**src/rtl/sincos_pkg.sv**
```systemverilog
// Shared widths, constants and types for the sin/cos datapath scheduler.
package sincos_pkg;

    localparam int PW      = 32;
    localparam int AW      = 14;
    localparam int TAG_CHW = 4;

    localparam logic [PW-1:0] QUARTER = 32'h4000_0000;

    typedef enum logic [1:0] {
        ST_IDLE,
        ST_COS,
        ST_SIN
    } state_t;

    typedef struct packed {
        logic               valid;
        logic               is_sin;
        logic [TAG_CHW-1:0] ch;
    } tag_t;

endpackage

```
**src/rtl/sincos_fold.sv**
```systemverilog
// Folds a 32-bit phase into a quarter-wave table address plus a negate flag.
module sincos_fold
    import sincos_pkg::*;
(
    input  logic [PW-1:0] phase,
    output logic [AW-1:0] a,
    output logic          s
);

    logic [1:0]    q;
    logic [AW-1:0] i;
    logic          unused_frac;

    assign q           = phase[31:30];
    assign i           = phase[29:16];
    assign unused_frac = ^phase[15:0];

    // NOTE: outputs get defaults before the case so no path can infer a latch.
    always_comb begin
        a = i;
        s = 1'b0;
        case (q)
            2'd0: begin a = i;  s = 1'b0; end
            2'd1: begin a = ~i; s = 1'b1; end
            2'd2: begin a = i;  s = 1'b1; end
            2'd3: begin a = ~i; s = 1'b0; end
            default: ;
        endcase
    end

endmodule

```
**src/rtl/sincos_sched.sv**
```systemverilog
// Round-robin scheduler sharing one cosine datapath among NCH NCO channels;
// issues a cos/sin lookup pair per pending channel and re-pairs the results.
module sincos_sched
    import sincos_pkg::*;
#(
    parameter int NCH = 4,
    parameter int LAT = 8,
    parameter int NBO = 23,
    localparam int CHW = (NCH > 1) ? $clog2(NCH) : 1
) (
    input  logic                  c,
    input  logic                  rst_n,
    input  logic                  cfg_we,
    input  logic                  cfg_clr,
    input  logic [CHW-1:0]        cfg_ch,
    input  logic [31:0]           cfg_ftw,
    input  logic [NCH-1:0]        ch_en,
    input  logic                  tick,
    output logic [AW-1:0]         a,
    output logic                  s,
    input  logic signed [NBO-1:0] d_o,
    output logic                  out_valid,
    output logic [CHW-1:0]        out_ch,
    output logic signed [NBO-1:0] out_cos,
    output logic signed [NBO-1:0] out_sin,
    output logic                  overrun
);

    logic [PW-1:0]  ftw   [NCH];
    logic [PW-1:0]  phase [NCH];
    logic [PW-1:0]  snap  [NCH];
    logic [NCH-1:0] pend;
    logic [NCH-1:0] we_hit, clr_hit;

    state_t         state, state_nxt;
    logic [CHW-1:0] g, g_nxt, last, last_nxt;
    logic [NCH-1:0] g_mask, others;

    logic           issue, iss_sin;
    logic [PW-1:0]  iss_phase;
    logic [AW-1:0]  fold_a;
    logic           fold_s;
    tag_t           iss_tag, ret;
    tag_t           tag_pipe [LAT+1];
    logic signed [NBO-1:0] cos_hold;

    // Lowest-indexed set bit of m, searching upward from after+1 with wrap.
    function automatic logic [CHW-1:0] rr_pick(input logic [NCH-1:0] m, input logic [CHW-1:0] after);
        logic [CHW-1:0] r;
        logic           found;
        int             j;
        r     = after;
        found = 1'b0;
        for (int i = 1; i <= NCH; i++) begin
            j = (int'(after) + i) % NCH;
            if (!found && m[j]) begin
                r     = CHW'(j);
                found = 1'b1;
            end
        end
        return r;
    endfunction

    always_comb begin
        we_hit  = '0;
        clr_hit = '0;
        for (int k = 0; k < NCH; k++) begin
            we_hit[k]  = cfg_we  && (cfg_ch == CHW'(k));
            clr_hit[k] = cfg_clr && (cfg_ch == CHW'(k));
        end
    end

    // NOTE: the channel arrays are reset explicitly because their zero state is visible on the first tick.
    always_ff @(posedge c or negedge rst_n) begin
        if (!rst_n) begin
            for (int k = 0; k < NCH; k++) begin
                ftw[k]   <= '0;
                phase[k] <= '0;
                snap[k]  <= '0;
            end
        end else begin
            for (int k = 0; k < NCH; k++) begin
                if (we_hit[k]) ftw[k] <= cfg_ftw;
                if (tick && clr_hit[k]) begin
                    phase[k] <= '0;
                    snap[k]  <= '0;
                end else if (tick) begin
                    phase[k] <= phase[k] + ftw[k];
                    snap[k]  <= phase[k] + ftw[k];
                end else if (clr_hit[k]) begin
                    phase[k] <= '0;
                end
            end
        end
    end

    // A new tick re-arms a channel even while its previous pair is finishing.
    always_ff @(posedge c or negedge rst_n) begin
        if (!rst_n) begin
            pend    <= '0;
            overrun <= 1'b0;
        end else begin
            if (tick && |(pend & ch_en)) overrun <= 1'b1;
            for (int k = 0; k < NCH; k++) begin
                if (tick && ch_en[k])
                    pend[k] <= 1'b1;
                else if (state == ST_SIN && g == CHW'(k))
                    pend[k] <= 1'b0;
                else if (!ch_en[k] && !(state != ST_IDLE && g == CHW'(k)))
                    pend[k] <= 1'b0;
            end
        end
    end

    // NOTE: sequential state uses non-blocking assignments so every register samples pre-edge values.
    always_ff @(posedge c or negedge rst_n) begin
        if (!rst_n) begin
            state <= ST_IDLE;
            g     <= '0;
            last  <= CHW'(NCH - 1);
        end else begin
            state <= state_nxt;
            g     <= g_nxt;
            last  <= last_nxt;
        end
    end

    assign g_mask = NCH'(1) << g;
    assign others = pend & ~g_mask;

    always_comb begin
        state_nxt = state;
        g_nxt     = g;
        last_nxt  = last;
        case (state)
            ST_IDLE: if (|pend) begin
                state_nxt = ST_COS;
                g_nxt     = rr_pick(pend, last);
            end
            ST_COS:  state_nxt = ST_SIN;
            ST_SIN: begin
                last_nxt = g;
                if (|others) begin
                    state_nxt = ST_COS;
                    g_nxt     = rr_pick(others, g);
                end else begin
                    state_nxt = ST_IDLE;
                end
            end
            default: state_nxt = ST_IDLE;
        endcase
    end

    always_comb begin
        issue          = (state != ST_IDLE);
        iss_sin        = (state == ST_SIN);
        iss_phase      = iss_sin ? (snap[g] - QUARTER) : snap[g];
        iss_tag        = '0;
        iss_tag.valid  = issue;
        iss_tag.is_sin = iss_sin;
        iss_tag.ch     = TAG_CHW'(g);
    end

    sincos_fold u_fold (
        .phase (iss_phase),
        .a     (fold_a),
        .s     (fold_s)
    );

    // Stage 0 travels with a/s; stage LAT lines up with the matching d_o.
    always_ff @(posedge c or negedge rst_n) begin
        if (!rst_n) begin
            a <= '0;
            s <= 1'b0;
            for (int i = 0; i <= LAT; i++) tag_pipe[i] <= '0;
        end else begin
            if (issue) begin
                a <= fold_a;
                s <= fold_s;
            end
            tag_pipe[0] <= iss_tag;
            for (int i = 1; i <= LAT; i++) tag_pipe[i] <= tag_pipe[i-1];
        end
    end

    assign ret = tag_pipe[LAT];

    always_ff @(posedge c or negedge rst_n) begin
        if (!rst_n) begin
            cos_hold  <= '0;
            out_valid <= 1'b0;
            out_ch    <= '0;
            out_cos   <= '0;
            out_sin   <= '0;
        end else begin
            out_valid <= ret.valid && ret.is_sin;
            if (ret.valid && !ret.is_sin) cos_hold <= d_o;
            if (ret.valid && ret.is_sin) begin
                out_cos <= cos_hold;
                out_sin <= d_o;
                out_ch  <= CHW'(ret.ch);
            end
        end
    end

endmodule

```
**config.mk**
```make
export PLATFORM = sky130hd
export DESIGN_NAME = sincos_sched
export DESIGN_NICKNAME = d
export VERILOG_FILES = /design/src/rtl/sincos_pkg.sv /design/src/rtl/sincos_fold.sv /design/src/rtl/sincos_sched.sv
export SDC_FILE = /design/constraint.sdc
export NUM_CORES = 1
export LEC_CHECK = 0
export ABC_AREA = 1
export CORE_MARGIN = 4
export CORE_UTILIZATION = 61
export DETAILED_ROUTE_END_ITERATION = 6
export DONT_BUFFER_PORTS = 1
export GPL_ROUTABILITY_DRIVEN = 1
export GPL_TIMING_DRIVEN = 0
export HOLD_SLACK_MARGIN = 0.03
export PLACE_DENSITY = 0.77
export SLEW_MARGIN = 20
export SYNTH_ARGS = -nofsm -noshare
export SYNTH_HDL_FRONTEND = slang
export SYNTH_SLANG_ARGS = --single-unit
```
**constraint.sdc**
```tcl
create_clock -name c -period 5.4 [get_ports c]
set_input_delay 1.35 -clock c [delete_from_list [all_inputs] [get_ports c]]
set_output_delay 1.35 -clock c [all_outputs]
set_load 0.02 [all_outputs]
```
==> results_dict.tcl <==
set metrics [dict create \
    cp_cell_sequence "ha_1, inv_1, fa_1, inv_1, nand3_1, nand3_1, nand2_1, nand3_1, nand2_1, nand2_1, nand2_1, nand3_1, nand2_1" \
    syn_inst 3552 \
    cts_hold_buf 0 \
    cp_common_cell "nand2_1" \
    synth_area_per_cell_um2 7.27 \
    grt_usage_pct 33.8 \
    grt_pass1_vias 23160 \
    grt_pass1_wl_um 121000 \
    gp_congestion 1.01 \
    setup_ws_ns 2.80 \
    r2r_cells 13 \
    peakVddDrop_mv 0.326 \
    setup_violations 0 \
    ys_seq_area_share_pct 44.0 \
    path_max_fanout 5 \
    syn-num-nets 3750 \
    power.net_switching_w 0.00730 \
    clk_pin_slew_ns 0.06 \
    synthXorXnorAreaFrac_pct 2.03 \
    synth_largest_area_cell "dfrtp_1" \
    worstHoldStart "tag_pipe[22]$_DFF_PN0_" \
    cts_buffers 46 \
    yosysTopAreaCellShare_pct 43.8 \
    final_common_cell "nand2_1" \
    detail-route-antenna-nets 0 \
    tritoncts "built" \
    cpMaxStageDelayCell "dfrtp_1" \
    crit_buf_inv 2 \
    required_ns 5.84 \
    worstHoldPathType "register to register" \
    post_cts_buffers 0 \
    cellInternalPower_w 0.00919 \
    hold_depth 0 \
    synth_top_family_by_area "simple AND/OR/NAND/NOR gates" \
    reg2reg_from "ftw[32]$_DFFE_PN0P_" \
    synth_compound_area_share_pct 10.1 \
    regToRegSetupSlack_ns 2.80 \
    die_width_um 214 \
    end_kind "register" \
    post-dp-hpwl_um 59300 \
    wire_per_inst_um 18.4 \
    grt_max_degree 455 \
    start_util_pct 61.7 \
    h-tree-depth 2 \
    startpoint_type "register" \
    grt_antenna_before_repair 7 \
    pwr-share-seq_pct 35.6 \
    syn-cell-area_mm2 0.0258 \
    final_cell_mix "nand2_1 (1365), dfrtp_1 (452), inv_1 (426)" \
    report.final.slew_viol_count 0 \
    grt_overflow 0 \
    vias 23710 \
    worstSetupStartpoint "ftw[32]$_DFFE_PN0P_" \
    synthAdderAreaFrac_pct 6.51 \
    io_pins 131 \
    yosysWarnings 0 \
    layout.cells.non_filler 4180 \
    whs_endpoint "tag_pipe[16]$_DFF_PN0_" \
    rsz0062_at_grt "false" \
    period_needed_ns 2.60 \
    leakage_nw 15.2 \
    r2r-end "phase[48]$_DFFE_PN0P_" \
    drt-pass1-iter-count 6 \
    crit_type "register to register" \
    drt_iter0_markers 2182 \
    die-area_mm2 0.0457 \
    p_sw_share_pct 44.3 \
    root_buffer "clkbuf_16" \
    area_growth_syn_to_layout_pct 8.99 \
    total_power_w 0.0165 \
    critPathMaxStageDelay_ns 0.41 \
    ys_types 39 \
    synthSimpleGateAreaFrac_pct 29.5 \
    setup-tns-final_ns 0 \
    fp.dieH_um 214 \
    drv_cap 0 \
    clock_latency_ns 0.61 \
    cp_top_family "simple AND/OR/NAND/NOR gates" \
    ys_ff_latch 454 \
    drc 0 \
    worst_pin_slew_ns 1.37 \
    register_area_mm2 0.0114 \
    core_area_mm2 0.0419 \
    final_hold_viol_count 0 \
    power_density_mw_per_mm2 586 \
    nets 3798 \
    cts_max_path_buffers 3 \
    dp.cells 4091 \
    synthMuxAreaShare_pct 0 \
    cts_resized 0 \
    skew_ns 0.0518 \
    num_rows 75 \
    comb_power_share_pct 43.6 \
    status "completed" \
    dp_slack_ns 2.28 \
    timing.hold.ws_ns 0.342 \
    slew_headroom_pct 8.50 \
    period_share_pct 48.1 \
    crit_cells 13 \
    final.fill_count 3552 \
    multiInputGateArea_mm2 0.0124 \
    totalWireLength_um 77000 \
    p_clk_share_pct 20.8 \
    synthTopCellsByArea "dfrtp_1 (44%), nand2_1 (20%), ha_1 (6.2%)" \
    cts.sinks 454 \
    fmax_mhz 385 \
    arrival_ns 3.03 \
    portBuffers 0 \
    routed_via_density 5.67 \
    drive_gt1_share_pct 3.44 \
]
## worst register-to-register path, stage by stage, from the launching register on
cell and delay, ns:
dfrtp_1 0.41, ha_1 0.24, inv_1 0.07, fa_1 0.40, inv_1 0.15, nand3_1 0.10
nand3_1 0.24, nand2_1 0.09, nand3_1 0.19, nand2_1 0.11, nand2_1 0.08, nand2_1 0.05
nand3_1 0.24, nand2_1 0.10
## power by group through the flow
stage / clock network, W / registers (W) / logic (W)
2_1_floorplan: 0 / 0.00555 / 0.00535
3_3_place_gp: 0 / 0.00582 / 0.00681
3_5_place_dp: 0 / 0.00587 / 0.00701
4_1_cts: 0.00347 / 0.00585 / 0.00709
5_1_grt: 0.00362 / 0.00598 / 0.00809
6_report: 0.00344 / 0.00587 / 0.00718
## sequential cells by signal, summed over array words and instances, names as in the netlist, 4 cells and up
signal    count
snap         64
tag_pipe     32
ret           4
out_sin      23
a            14
pend          4
cos_hold     23
out_cos      23
ftw         128
phase       128
## metal layers
| layer | vias to the layer above | track usage, % | share of wire, % |
|---|---|---|---|
| met2 | 918 | 55.0 | 47 |
| li1 | 11401 | - | - |
| met1 | 11185 | 45.3 | 41 |
| met3 | 206 | 4.89 | 7.3 |
| met5 | - | 0 | 0 |
| met4 | 0 | 15.6 | 4.6 |
## cell usage after synthesis (all sizes together)
cell type / count
nand2: 1374
dfrtp: 452
inv: 433
o21ai: 336
nor2: 200
nand3: 196
ha: 128
a21oi: 126
clkbuf: 65
xnor2: 50
nor3: 46
nand4: 39
buf: 19
nand3b: 19
o21bai: 15
o22ai: 14
xor2: 10
and2: 8
a21o: 5
a22o: 4
fa: 4
or2: 3
clkinv: 2
dfstp: 2
a21boi: 1
o31ai: 1
## through the flow
stage	area, µm²	utilization [%]
2_1_floorplan	25800	-
3_3_place_gp	26500	63.3
3_5_place_dp	26500	63.3
4_1_cts	28100	67.2
5_1_grt	28100	67.2
6_report	28100	67.2
## worst max-delay path by stage
stage / endpoint / slack [ns]
floorplan: phase[22]$_DFFE_PN0P_ / 3.04
global placement: snap[22]$_DFFE_PN0P_ / 2.28
detailed placement: phase[22]$_DFFE_PN0P_ / 2.28
CTS: phase[48]$_DFFE_PN0P_ / 2.82
global route: phase[54]$_DFFE_PN0P_ / 2.68
finish: phase[48]$_DFFE_PN0P_ / 2.80
## cell families (layout without fill, tap and decap cells)
logic type / Yosys count / count (layout)
buffers and inverters: 519 / 604
XOR/XNOR: 60 / 60
flip-flops: 454 / 454
other: 0 / 4
adder cells (fa/ha/maj): 132 / 132
AND/OR/NAND/NOR: 1885 / 1885
AO/OA/AOI/OAI: 502 / 502
## area by class of cell
cell class | count | area share, %
Multi-Input combinational cell | 2579 | 44.2
Sequential cell | 454 | 40.4
Inverter | 435 | 5.81
Clock buffer | 64 | 4.65
Tap cell | 539 | 2.40
Buffer | 84 | 1.38
Clock inverter | 21 | 1.16
Antenna cell | 4 | 0.0356
No activity file was read; power rests on OpenSTA's default activity.
